--- src/rtl/lock_button_conditioner.sv ---
// lock_button_conditioner
//   Front end for the digital lock FSM. Two raw, asynchronous, bouncing
//   push-buttons are synchronised, debounced and arbitrated into clean
//   single-cycle press pulses b0/b1. Overlapping presses are rejected.
//   Optional feature: define KEY_TIMEOUT_EN to build the idle timeout that
//   pulses idle_clr after TIMEOUT_CYCLES idle clocks following a press.
//   Without the macro idle_clr is tied low and no timeout logic exists.
module lock_button_conditioner #(
  parameter int unsigned DEBOUNCE_CYCLES = 16,
  parameter int unsigned TIMEOUT_CYCLES  = 1000
) (
  input  logic clk,
  input  logic reset,
  input  logic btn0_raw,
  input  logic btn1_raw,
  output logic b0,
  output logic b1,
  output logic busy,
  output logic idle_clr
);

  localparam int unsigned CNT_W = $clog2(DEBOUNCE_CYCLES);
  localparam logic [CNT_W-1:0] DB_LAST = CNT_W'(DEBOUNCE_CYCLES - 1);

  // Reject parameter values the counters cannot represent.
  if (DEBOUNCE_CYCLES < 2) begin : g_bad_debounce
    $error("lock_button_conditioner: DEBOUNCE_CYCLES must be >= 2");
  end
  if (TIMEOUT_CYCLES < 2) begin : g_bad_timeout
    $error("lock_button_conditioner: TIMEOUT_CYCLES must be >= 2");
  end

  typedef enum logic [1:0] {
    IDLE    = 2'd0,
    HELD0   = 2'd1,
    HELD1   = 2'd2,
    LOCKOUT = 2'd3
  } state_t;

  // Channel 0 is button 0, channel 1 is button 1.
  logic [1:0]       raw;
  logic [1:0]       s1;
  logic [1:0]       s2;
  logic [1:0]       db;
  logic [CNT_W-1:0] db_cnt [2];

  state_t state;
  logic   press0_c;
  logic   press1_c;

  assign raw = {btn1_raw, btn0_raw};

  // Two-flop synchroniser; the only logic that touches the raw inputs.
  always_ff @(posedge clk) begin
    if (reset) begin
      s1 <= '0;
      s2 <= '0;
    end else begin
      s1 <= raw;
      s2 <= s1;
    end
  end

  // Debounce: a changed level must persist DEBOUNCE_CYCLES clocks to be accepted.
  always_ff @(posedge clk) begin
    if (reset) begin
      db <= '0;
      for (int i = 0; i < 2; i++) begin
        db_cnt[i] <= '0;
      end
    end else begin
      for (int i = 0; i < 2; i++) begin
        if (s2[i] == db[i]) begin
          db_cnt[i] <= '0;
        end else if (db_cnt[i] == DB_LAST) begin
          db[i]     <= s2[i];
          db_cnt[i] <= '0;
        end else begin
          db_cnt[i] <= db_cnt[i] + CNT_W'(1);
        end
      end
    end
  end

  // A lone debounced press seen while idle is the only source of a pulse.
  assign press0_c = (state == IDLE) && db[0] && !db[1];
  assign press1_c = (state == IDLE) && db[1] && !db[0];

  // Arbiter: one pulse per accepted press, any overlap forces a lockout.
  always_ff @(posedge clk) begin
    if (reset) begin
      state <= IDLE;
      b0    <= 1'b0;
      b1    <= 1'b0;
      busy  <= 1'b0;
    end else begin
      b0 <= 1'b0;
      b1 <= 1'b0;
      case (state)
        IDLE: begin
          if (db[0] && db[1]) begin
            state <= LOCKOUT;
            busy  <= 1'b1;
          end else if (press0_c) begin
            state <= HELD0;
            b0    <= 1'b1;
            busy  <= 1'b1;
          end else if (press1_c) begin
            state <= HELD1;
            b1    <= 1'b1;
            busy  <= 1'b1;
          end else begin
            busy  <= 1'b0;
          end
        end
        // A second button joining the held one is an overlap, even if the
        // first is released on the same clock.
        HELD0: begin
          if (db[1]) begin
            state <= LOCKOUT;
            busy  <= 1'b1;
          end else if (!db[0]) begin
            state <= IDLE;
            busy  <= 1'b0;
          end
        end
        HELD1: begin
          if (db[0]) begin
            state <= LOCKOUT;
            busy  <= 1'b1;
          end else if (!db[1]) begin
            state <= IDLE;
            busy  <= 1'b0;
          end
        end
        LOCKOUT: begin
          if (!db[0] && !db[1]) begin
            state <= IDLE;
            busy  <= 1'b0;
          end
        end
        default: begin
          state <= IDLE;
          busy  <= 1'b0;
        end
      endcase
    end
  end

`ifdef KEY_TIMEOUT_EN
  localparam int unsigned IDLE_W = $clog2(TIMEOUT_CYCLES);
  localparam logic [IDLE_W-1:0] IDLE_LAST = IDLE_W'(TIMEOUT_CYCLES - 1);

  logic [IDLE_W-1:0] idle_cnt;
  logic              idle_armed;

  // Idle timeout: armed by each pulse; a pulse on the expiry clock re-arms instead.
  always_ff @(posedge clk) begin
    if (reset) begin
      idle_cnt   <= '0;
      idle_armed <= 1'b0;
      idle_clr   <= 1'b0;
    end else begin
      idle_clr <= 1'b0;
      if (press0_c || press1_c) begin
        idle_cnt   <= '0;
        idle_armed <= 1'b1;
      end else if (idle_armed) begin
        if (idle_cnt == IDLE_LAST) begin
          idle_clr   <= 1'b1;
          idle_armed <= 1'b0;
          idle_cnt   <= '0;
        end else begin
          idle_cnt <= idle_cnt + IDLE_W'(1);
        end
      end
    end
  end
`else
  assign idle_clr = 1'b0;
`endif

endmodule
--- config.mk ---
export PLATFORM = sky130hd
export DESIGN_NAME = lock_button_conditioner
export DESIGN_NICKNAME = d
export VERILOG_FILES = /design/src/rtl/lock_button_conditioner.sv
export SDC_FILE = /design/constraint.sdc
export NUM_CORES = 1
export LEC_CHECK = 0
export CAP_MARGIN = 20
export CORE_MARGIN = 2
export CORE_UTILIZATION = 48
export CTS_CLUSTER_SIZE = 25
export DETAILED_ROUTE_END_ITERATION = 12
export PLACE_DENSITY_LB_ADDON = 0.15
export SYNTH_ARGS = -nofsm -noshare
export SYNTH_HDL_FRONTEND = slang
export SYNTH_SLANG_ARGS = --single-unit
--- constraint.sdc ---
create_clock -name clk -period 2.43 [get_ports clk]
set_input_delay 0.486 -clock clk [delete_from_list [all_inputs] [get_ports clk]]
set_output_delay 0.486 -clock clk [all_outputs]
set_load 0.02 [all_outputs]
==> run summary, run 1 <==
In this run the worst hold path is classified as reg -> reg. In this run, synthesis inferred 8 flip-flops with an integrated enable. Dividing the detail-routed wire length by the instance count gives 9.52 um. TritonCTS built the clock tree.

After synthesis, the netlist uses 20 different library cells. Setup repair after global routing left no endpoint under its margin. Net switching is 20.1% of the power. For this design, the CTS-stage hold fixing added 0 buffers.

The final route contains 432 vias. Of all nets on the critical path, the largest fanout is 3. The via count of the first global-routing pass is 400, and the number of endpoints failing setup at the final stage is 0. The tools report the net switching power of the design as 0.105 mW. The design draws 0.523 mW. Walking the worst path, the cells encountered are clkdlybuf4s50_1.

The run finished with clean final reports. The warning count from the yosys run was 0; the internal power contribution was 0.418 mW. The worst setup path is captured at an output port.

The final HPWL from detailed placement was 682 um; the via-per-instance ratio was 4.41. The cell depth of the worst setup path is 1. For this run, the leading register cell type out of synthesis is sky130_fd_sc_hd__dfxtp_1. Per report_power, the combinational group accounts for 4.9% of the total. The cell family contributing the most delay on the critical path is buffers and inverters.

Number of max-capacitance violations reported: 0. The number of antenna diodes was 0. The region available for standard cell placement spans 1490 sq um. The power per standard cell area is 598 nW/um^2. Number of cells on the worst hold path: 1.

Die area: 1910 sq um. CTS placed an instance of sky130_fd_sc_hd__clkbuf_4 at the clock tree root. The largest individual stage delay along the critical path comes from the cell sky130_fd_sc_hd__clkdlybuf4s50_1. The placer congestion estimate was 0.680; the register clock-pin slew on the reported worst setup and hold paths was 100 ps.

For the number of levels in the clock H-tree, the log shows 1. The number of pins exceeding their max-slew limit in the final report was 0. The run gives 0 as the final hold violation count. Fraction of registers with async set or reset after synthesis: 0%.

The worst setup path category is reg -> out. Summed over all layers, the routed wires come to 933 um. From synthesis to final layout, the design area changed by 15.9%. Buffers added to address setup during post-CTS repair amount to 0. Global routing used 11.8% of the available tracks. The tree built by TritonCTS fans out to 19 sinks.

The post-route netlist has 7.32% of its cells at a drive strength greater than 1. Setup total negative slack on the finished layout was measured at 0 ps. Kind of start point of the critical path: a flip-flop.

For this run, the top clock speed supported by timing is 0.576 GHz. The number of ports placed on the die boundary came out at 8. In this run the horizontal extent of the chip is 43.7 um. Counting along the longest clock path gives a buffer depth of 2. The worst path buffer plus inverter count works out to 1. Row generation in the floorplan step produced 14 rows. Number of nets in the layout: 89. Port buffering added 6 buffers. The longest individual stage delay on the worst path was 610 ps; the iteration-0 DRC count of the detailed router was 3. The clock reaches the later pin of the worst-skew pair after 290 ps. For this design the static power due to leakage is 0.338 nW.

The number of clock buffers added by TritonCTS is 3. Once placement finished, the instance area stood at 850 sq um. In this run the cell area of the synthesized design comes to 756 sq um.

Sequential cells burn 66.2% of the power. The initial utilization of the core area, before any placement, comes to 50.8%. In this run the remaining antenna-violating nets after routing total 0. In this run the mean area of a mapped cell was 11.3 sq um. The final critical-path required period is 1740 ps, and the number of instances in the synthesized netlist is 67. The largest net degree at the start of global routing is 13, and the total DRC errors in the routed layout is 0. For the first-pass iteration count of the detailed router, the log shows 3. Counting flops and latches in the post-synthesis netlist gives 19. The worst-case IR drop observed on VDD is 0.000402 V. The first global-routing pass estimated 1550 um of wire. For the proportion of power drawn by the clock network, the log shows 28.9%. For the worst flop-to-flop path, the logic depth is 4. Dividing the final minimum period by the clock period gives 71.5%. Share of synthesized area occupied by flip-flops and latches: 60.9%.

The required arrival time at the worst endpoint was 1940 ps. After global routing the overflow that remains totals 0. The tools report the post-route standard cell area excluding fillers as 876 sq um. The run gives 7.39 ps as the final setup skew.

For the worst setup path, the data arrival time is 1250 ps. The number of antenna violations at the first check in global routing is 0, and the die extent in y is 43.7 um. Once the clock tree was built, the resizer swapped 0 gates to a different size.
## kinds of logic after synthesis
kind of cell	count (synthesis)	share of synthesized area (%)
mux	2	2.65
fa+ha+maj	2	3.31
flops	19	60.9
xor+xnor	6	6.95
other cells	2	0.994
compound gates	5	3.31
buf+inv	6	3.64
simple gates	25	18.2
## area by class of cell
| class | instances | area (sq um) |
|---|---|---|
| Fill cell | 126 | 613 |
| Sequential cell | 19 | 460 |
| Multi-Input combinational cell | 49 | 294 |
| Timing Repair Buffer | 6 | 60.1 |
| Clock buffer | 4 | 26.3 |
| Tap cell | 16 | 20.0 |
| Inverter | 4 | 15.0 |
## through the flow
stage | hold slack [ps] | utilization, % | setup WS [ps] | instances
6_report | 447 | 58.8 | 693 | 98
5_1_grt | 462 | 58.8 | 634 | 98
4_1_cts | 454 | 58.8 | 679 | 98
3_5_place_dp | 428 | 57.1 | 558 | 94
3_3_place_gp | 416 | 57.1 | 607 | 94
2_1_floorplan | 414 | - | 1020 | 74
## flip-flops by register name, summed over array words and instances, names as in the netlist
signal / count
db: 2
b0: 1
state: 2
s1: 2
busy: 1
db_cnt: 8
b1: 1
s2: 2
## cells in the mapped netlist (3+ instances only)
library cell                n  share of area, %
sky130_fd_sc_hd__inv_1      4               2.0
sky130_fd_sc_hd__a21oi_1    3               2.0
sky130_fd_sc_hd__nor2b_1    4               3.3
sky130_fd_sc_hd__edfxtp_1   8                32
sky130_fd_sc_hd__xnor2_1    4               4.6
sky130_fd_sc_hd__nor2_1    12               6.0
sky130_fd_sc_hd__dfxtp_1   11                29
## layout by cell type, fill, tap and decap left out
cell type	instances
sky130_fd_sc_hd__or3_4	2
sky130_fd_sc_hd__conb_1	9
sky130_fd_sc_hd__clkdlybuf4s50_1	6
sky130_fd_sc_hd__edfxtp_1	8
sky130_fd_sc_hd__nand3_1	2
sky130_fd_sc_hd__nor2b_1	4
sky130_fd_sc_hd__xnor2_1	4
sky130_fd_sc_hd__nor3b_1	2
sky130_fd_sc_hd__or3_1	1
sky130_fd_sc_hd__ha_1	2
sky130_fd_sc_hd__mux2i_1	2
sky130_fd_sc_hd__clkbuf_4	3
sky130_fd_sc_hd__clkbuf_1	1
sky130_fd_sc_hd__and3_2	1
sky130_fd_sc_hd__inv_1	4
sky130_fd_sc_hd__and3_1	1
sky130_fd_sc_hd__nor2_1	12
sky130_fd_sc_hd__o21ai_0	2
sky130_fd_sc_hd__xor2_1	2
sky130_fd_sc_hd__dfxtp_1	11
sky130_fd_sc_hd__a21oi_1	3
## worst reg2reg max path, cell delays in order (launching register included)
cell and delay, ps:
sky130_fd_sc_hd__edfxtp_1 430, sky130_fd_sc_hd__ha_1 240, sky130_fd_sc_hd__and3_1 210, sky130_fd_sc_hd__or3_4 390, sky130_fd_sc_hd__nor2_1 110
## power by group through the flow
stage	sequential, mW	combinational (mW)	clock (mW)
after detailed placement	0.354	0.0257	0
after floorplan	0.353	0.0200	0
after global routing	0.348	0.0299	0.169
final	0.347	0.0258	0.151
after global placement	0.354	0.0256	0
after CTS	0.347	0.0258	0.160
## per-layer routing
metal | part of all wire [%] | vias to the layer above | track usage [%] | wire, um
li1 | - | 239 | - | -
met1 | 54 | 184 | 15.3 | 500
met2 | 42 | 7 | 16.2 | 392
met3 | 2.7 | 2 | 2.50 | 25
met4 | 1.6 | 0 | 10.9 | 15
met5 | 0 | - | 0 | 0
## path summary, 6_finish.rpt
path,startpoint,end,slack [ps]
setup / recovery,busy$_SDFFE_PP0P_,busy,690
setup reg to reg,db_cnt[0][0]$_SDFFCE_PN0P_,db_cnt[0][2]$_SDFFCE_PN0P_,920
hold / removal,s1[0]$_SDFF_PP0_,s2[0]$_SDFF_PP0_,450
hold reg to reg,s1[0]$_SDFF_PP0_,s2[0]$_SDFF_PP0_,450
Power figures use the tool's default switching activity.
==> inputs of run 2 (changes only) <==
==> constraint.sdc (replaced) <==
create_clock -name clk -period 1.7 [get_ports clk]
set_input_delay 0.34 -clock clk [delete_from_list [all_inputs] [get_ports clk]]
set_output_delay 0.34 -clock clk [all_outputs]
set_load 0.02 [all_outputs]
==> run summary, run 2 (synthesis results as in run 1) <==
The run finished with clean final reports. The count of hold-fix buffers inserted at cts was 0. Kind of start point of the critical path: a flip-flop.

The net switching power of the design is 0.157 mW, and the number of flip-flops under the largest register name is 8. The worst setup path is captured at an output port. In this run, post-CTS repair resized a total of 0 instances.

The tools report the via count as 453. The clock latency on the worst-skew pair is 280 ps, and the initial standard-cell utilization of the core is 50.8%. The run gives 0 as the number of antenna diodes. Data on the critical path is required at its endpoint by 1360 ps.

Of the cells placed in the final design, the portion with a size suffix greater than 1 is 9.64%. The slowest stage of the critical path is the sky130_fd_sc_hd__clkdlybuf4s50_1 cell. The count of standard-cell rows was 14. The worst setup path category was reg -> out. In the layout the commonest cells are 12 x sky130_fd_sc_hd__nor2_1, 11 x sky130_fd_sc_hd__dfxtp_1, 9 x sky130_fd_sc_hd__conb_1.

The worst register-to-register path begins at db_cnt[0][0]$_SDFFCE_PN0P_. Leaving out fill and tap cells, the most frequent cell in the layout is sky130_fd_sc_hd__nor2_1. Based on the critical path, the design can be clocked at up to 0.631 GHz.

The first detailed-routing pass ran for 3 iterations. Entering global routing, the biggest net connects 12 pins. The min-delay analysis places its worst path in the category reg -> reg. Clock root buffer: sky130_fd_sc_hd__clkbuf_4. The die area was 1910 sq um. For this block, the initial DRC count from the detailed router was 3.

The number of levels in the clock H-tree was 1. Net switching is 20.8% of the power. In this run the vertical extent of the chip is 43.7 um.

db_cnt holds more flip-flops than any other register. After detailed routing, the total wire length is 993 um. Setup violations remaining at the end of the flow were counted as 0.

VDD sags by at most 0.000503 V. The longest clock path from root to sink contains 2 buffers. Global routing finished with a remaining overflow of 0. Post-CTS setup buffer count: 0. The final hold violation count is 0, and the via count of the first global-routing pass is 449. The count of port buffers added during placement came out at 6. Of the total power, registers draw 65.9%. After detailed routing, the average wire length per cell comes to 10.0 um.

The floorplan step set the die width to 43.7 um. The via-per-instance ratio came out at 4.58. Number of nets in the layout: 90. Summed over all nets, the half-perimeter wirelength after detailed placement is 764 um. Max-cap violations in this run came to 0. In this run, the clock network consumes 28.9% of the power. In the routed design, unresolved DRC markers number 0.

The final critical path takes up 93.2% of the cycle. The final critical-path required period came out at 1580 ps. For the instance area after placement, the log shows 857 sq um. The most critical setup path has its startpoint at busy$_SDFFE_PP0P_.

In this run the most critical hold path is launched from s1[1]$_SDFF_PP0_. In this run the power density over the cells is 850 nW/um^2. The longest individual stage delay on the worst path came out at 610 ps. Combinational cells account for 5.2% of the total power.

TritonCTS built the clock tree. The critical path goes through clkdlybuf4s50_1. The number of pins exceeding their max-slew limit in the final report is 0, and the core box area is 1490 sq um. The total CTS buffers came out at 3.

Relative area change from synthesis to final layout: 17.1%. The static power due to leakage came out at 0.346 nW. Across all hold checks on the routed design, the worst slack comes to 447 ps.

The number of antenna violations at the first check in global routing was 0; the register clock-pin slew on the reported worst setup and hold paths was 100 ps. STA puts the critical path data arrival time at 1240 ps. The internal power contribution was 0.595 mW.

The congestion estimate from routability-driven global placement came to 0.708. The tree built by TritonCTS fans out to 19 sinks. Setup repair after global routing left no endpoint under its margin.

The clock arrives with 3.35 ps of skew. The first global-routing pass estimated 1840 um of wire. In this run the worst path has a maximum fanout of 3.

The count of nets left with antenna violations after detail routing is 0. The number of ports placed on the die boundary was 8; the post-route standard cell area excluding fillers was 885 sq um. Across every metal layer, demand over resource in global routing totals 13.5%. Summed over all failing endpoints, the final setup total negative slack is 0 ps.

On the critical path the largest part of the delay comes from buffers and inverters. The worst path buffer plus inverter count was 1.
run 2: cell count changes in the layout (fill, tap and decap cells not counted):
cell / delta
sky130_fd_sc_hd__clkbuf_1: -1
sky130_fd_sc_hd__buf_4: +1
sky130_fd_sc_hd__clkinv_2: +1
run 2: metrics by stage:
stage	instances	utilization [%]	total power [mW]	worst slack (ps)
floorplan	74	-	0.533	285
global placement	95	57.6	0.544	123
detailed placement	95	57.6	0.545	98.5
CTS	99	59.4	0.762	100
global route	99	59.4	0.787	47.8
finish	99	59.4	0.752	116
run 2: power groups by stage:
stage,registers [mW],logic [mW],clock network [mW]
floorplan,0.504,0.0286,0
global placement,0.505,0.0388,0
detailed placement,0.506,0.0389,0
CTS,0.496,0.0392,0.227
global route,0.498,0.0453,0.244
finish,0.496,0.0392,0.217
run 2: path summary, 6_finish.rpt:
path / endpoint / slack (ps) / cells after the start
hold / removal: s2[1]$_SDFF_PP0_ / 450 / 1
hold reg to reg: s2[1]$_SDFF_PP0_ / 450 / 1
setup / recovery: busy / 120 / 1
setup reg to reg: db_cnt[0][3]$_SDFFCE_PN0P_ / 180 / 4
run 2: metal layers:
metal,vias up,global-route usage (%),wire length (um)
met5,-,0,0
met4,0,9.09,15
met3,2,2.50,26
met2,5,19.1,442
met1,205,18.8,508
li1,241,-,-
run 2: final cells by class:
type                    instances  area, sq um
flip-flops and latches         19          460
inverters                       4         15.0
well taps                      16         20.0
clock inverters                 1         5.00
fillers                       124          604
repair buffers                  7         67.6
clock buffers                   3         22.5
multi-input cells              49          294
run 2: worst register-to-register path, stage by stage, from the launching register on:
cell and delay, ps:
sky130_fd_sc_hd__edfxtp_1 430, sky130_fd_sc_hd__ha_1 240, sky130_fd_sc_hd__and3_1 210, sky130_fd_sc_hd__or3_4 390, sky130_fd_sc_hd__nor2_1 120
==> inputs of run 3 (changes only) <==
--- a/config.mk
+++ b/config.mk
@@ -5,9 +5,11 @@
 export SDC_FILE = /design/constraint.sdc
 export NUM_CORES = 1
 export LEC_CHECK = 0
+export ABC_AREA = 1
 export CAP_MARGIN = 20
 export CORE_MARGIN = 2
 export CORE_UTILIZATION = 48
+export CTS_BUF_LIST = sky130_fd_sc_hd__clkbuf_4
 export CTS_CLUSTER_SIZE = 25
 export DETAILED_ROUTE_END_ITERATION = 12
 export PLACE_DENSITY_LB_ADDON = 0.15
==> run summary, run 3 <==
The run finished with clean final reports. The register clock-pin slew on the reported worst setup and hold paths works out to 100 ps. The critical path goes through clkdlybuf4s50_1.

After floorplanning, the core was divided into 14 placement rows. Sequential elements use 56.7% of the synthesized area. The floorplan step defined a die boundary enclosing 2040 sq um. Synthesis produced 92 cells. Slack of the worst reg-to-reg path: 550 ps. Counting the buffers created by CTS gives 3.

The tool flagged a number of max-cap violations equal to 0. The run gives 0 as the total DRC errors in the routed layout. Sorting the synthesized cells by area gives the leading types as sky130_fd_sc_hd__edfxtp_1 30%, sky130_fd_sc_hd__dfxtp_1 27%, sky130_fd_sc_hd__nand2_1 9.7%, sky130_fd_sc_hd__nor2_1 7.9%, sky130_fd_sc_hd__inv_1 5.1%. Summed over all nets, the switching power comes to 0.169 mW.

In this run the most critical hold path is launched from s1[0]$_SDFF_PP0_. Yosys mapped the design onto 16 distinct sky130hd cell types. The final hold violation count is 0, and the routed length per instance is 8.60 um. Leaving out fill and tap cells, the most frequent cell in the layout is sky130_fd_sc_hd__nand2_1.

The worst path needs 1570 ps of the cycle, external delays included. VDD sags by at most 0.000510 V. sky130_fd_sc_hd__nand2_1 is the most common cell in the netlist.

For this run, the post-layout net count is 115. Grouping stages by cell kind, the critical path spends the most delay in buffers and inverters. The relative area change from synthesis to final layout was 15.1%; the total of cells resized after clock tree synthesis was 0.

After the first detailed-routing iteration, the DRC count stood at 8. Adding up every negative setup slack in the final design gives 0 ps. The number of cells traversed by the worst register-to-register path came out at 3. The number of endpoints failing setup at the final stage came out at 0. The register ranked first by flip-flop count was db_cnt. The number of cells on the worst hold path was 2; the worst path buffer plus inverter count was 1.

For this design the ratio of total power to cell area is 820 nW/um^2. In this run the critical register-to-register path is launched from db_cnt[1][0]$_SDFFCE_PN0P_. The share of total power dissipated in combinational logic is 6.0%. In the final layout, flip-flops and latches occupy 460 sq um.

TritonCTS built the clock tree. For the required arrival time at the worst endpoint, the log shows 1360 ps. Counting along the longest clock path gives a buffer depth of 2. STA classifies the critical path startpoint as a flip-flop. Data arrival time of the critical path: 1230 ps. The final layout contains routed wiring with a total length of 1070 um. The first global-routing pass estimated 1930 um of wire. The top cell types in the final layout, fill and taps aside, are 21 x sky130_fd_sc_hd__nand2_1, 17 x sky130_fd_sc_hd__nor2_1, 11 x sky130_fd_sc_hd__inv_1, 11 x sky130_fd_sc_hd__dfxtp_1, 9 x sky130_fd_sc_hd__conb_1. Setup repair after global routing left no endpoint under its margin. The proportion of power drawn by the clock network is 28.7%, and the number of flip-flops under the largest register name is 8. The largest individual stage delay along the critical path comes from the cell sky130_fd_sc_hd__clkdlybuf4s50_1.

In this run the count of I/O pins placed on the die edge is 8. Reg-to-reg critical path endpoint: db_cnt[1][2]$_SDFFCE_PN0P_. Sequential cells account for 65.3% of the total power.

In the synthesized netlist, the cells that appear most often are 21 x sky130_fd_sc_hd__nand2_1, 17 x sky130_fd_sc_hd__nor2_1, 11 x sky130_fd_sc_hd__dfxtp_1, 11 x sky130_fd_sc_hd__inv_1, 8 x sky130_fd_sc_hd__edfxtp_1. The finished layout holds 124 standard cells, fillers aside. In this run the cell area of the synthesized design comes to 812 sq um. The tools report the end point of the worst hold path as s2[0]$_SDFF_PP0_. The final critical-path share of the clock period was 92.3%. Entering global routing, the biggest net connects 12 pins. The run gives 3 as the first-pass iteration count of the detailed router. For the number of antenna violations at the first check in global routing, the log shows 0. The share of the synthesized area in the top cell type works out to 29.6%. The core region is 1540 sq um. The count of nets left with antenna violations after detail routing was 0. The floorplan step set the die width to 45.1 um. The final HPWL from detailed placement was 836 um. The die extent in y works out to 45.1 um. The count of port buffers added during placement was 6. In the synthesized netlist the async set-or-reset flop fraction comes to 0%.

During synthesis, Yosys emitted a total of 0 warnings. The post-CTS setup buffer count is 0, and the static power due to leakage is 0.414 nW. The longest individual stage delay on the worst path is 600 ps, and the fraction of final layout cells sized beyond drive strength 1 is 11.1%. The endpoint class of the critical path is an output port. Via count of the first global-routing pass: 518. The cell accounting for the most synthesized area was sky130_fd_sc_hd__edfxtp_1.

The tightest min-delay check is of the reg -> reg type. For the aggregate global routing overflow, the log shows 0. The most used flip-flop cell after synthesis was sky130_fd_sc_hd__dfxtp_1.

The via count is 553, and the via-per-instance ratio is 4.46. For the number of levels in the clock H-tree, the log shows 1. Of all nets on the critical path, the largest fanout is 2. The count of hold-fix buffers inserted at cts was 0. The switching share of total power was 22.1%.

Static timing analysis puts the maximum clock frequency at 0.637 GHz. The repair_antennas step left the layout with diodes totalling 0. The number of flip-flops and latches in the synthesized netlist works out to 19. The clock root buffer was sky130_fd_sc_hd__clkbuf_4.

The tools report the number of pins exceeding their max-slew limit in the final report as 0. Routability-driven placement finished with a final weighted congestion of 0.713. The filler cells instantiated in the layout total 153. The overall track demand over capacity in global routing is 13.3%, and the count of clock tree sinks is 19.

The internal power of the cells totals 0.597 mW. The run gives 290 ps as the clock latency on the worst-skew pair. By startpoint and endpoint, the worst setup path is classified as reg -> out. A synthesized cell averages 8.83 sq um. The number of enable-type register cells in the synthesized netlist came out at 8. The logs give 1.30 ps for the final setup skew and 120 for the number of placed instances with taps included.

For this configuration, the core starts out at a cell density of 52.7%. Summing all multi-input logic gate instances after layout gives 307 sq um.
[run 3: cell type report]
type	count	area share, %
clock inverters	1	0.535
clock buffers	3	2.41
flip-flops and latches	19	49.3
repair buffers	7	7.23
inverters	14	5.62
multi-input cells	64	32.8
well taps	16	2.14
[run 3: kinds of logic (layout without fill, tap and decap cells)]
kind of cell,count (synthesis),in the layout,synth area share [%]
simple gates,48,48,26.5
flops,19,19,56.7
buf+inv,16,25,8.78
compound gates,3,3,1.85
fa+ha+maj,2,2,3.08
other cells,2,9,0.925
xor+xnor,2,2,2.16
[run 3: how the worst max path moves through the flow]
stage / depth (start not counted) / startpoint / slack [ps] / endpoint
4_1_cts: 1 / busy$_SDFFE_PP0P_ / 110 / busy
6_report: 1 / busy$_SDFFE_PP0P_ / 130 / busy
3_3_place_gp: 4 / reset / 390 / db_cnt[1][0]$_SDFFCE_PN0P_
3_5_place_dp: 4 / reset / 380 / db_cnt[1][2]$_SDFFCE_PN0P_
5_1_grt: 1 / busy$_SDFFE_PP0P_ / 60 / busy
2_1_floorplan: 3 / db_cnt[1][0]$_SDFFCE_PN0P_ / 600 / db_cnt[1][2]$_SDFFCE_PN0P_
[run 3: worst reg2reg max path, stage by stage, from the launching register on]
cell	delay, ps
sky130_fd_sc_hd__edfxtp_1	450
sky130_fd_sc_hd__ha_1	260
sky130_fd_sc_hd__xnor2_1	160
sky130_fd_sc_hd__nor2_1	60
[run 3: per-layer routing]
layer / vias up / part of all wire (%) / global-route usage [%]
li1: 306 / - / -
met2: 8 / 45 / 20.9
met5: - / 0 / 0
met1: 239 / 51 / 16.8
met4: 0 / 0 / 7.06
met3: 0 / 3.6 / 3.60
[run 3: stage by stage]
step	hold WS [ps]	setup slack (ps)	total power, mW	util (%)	cell area, sq um
after floorplan	388	600	0.545	-	838
after global placement	389	390	0.556	58.8	907
after detailed placement	396	380	0.558	58.8	907
after CTS	411	113	0.778	60.6	935
after global routing	425	55.9	0.806	60.6	935
final	409	130	0.767	60.6	935
[run 3: power by group through the flow]
stage / clock (mW) / combinational (mW) / sequential, mW
detailed placement: 0 / 0.0458 / 0.512
floorplan: 0 / 0.0358 / 0.510
finish: 0.220 / 0.0459 / 0.501
global route: 0.248 / 0.0543 / 0.504
global placement: 0 / 0.0458 / 0.511
CTS: 0.230 / 0.0459 / 0.501
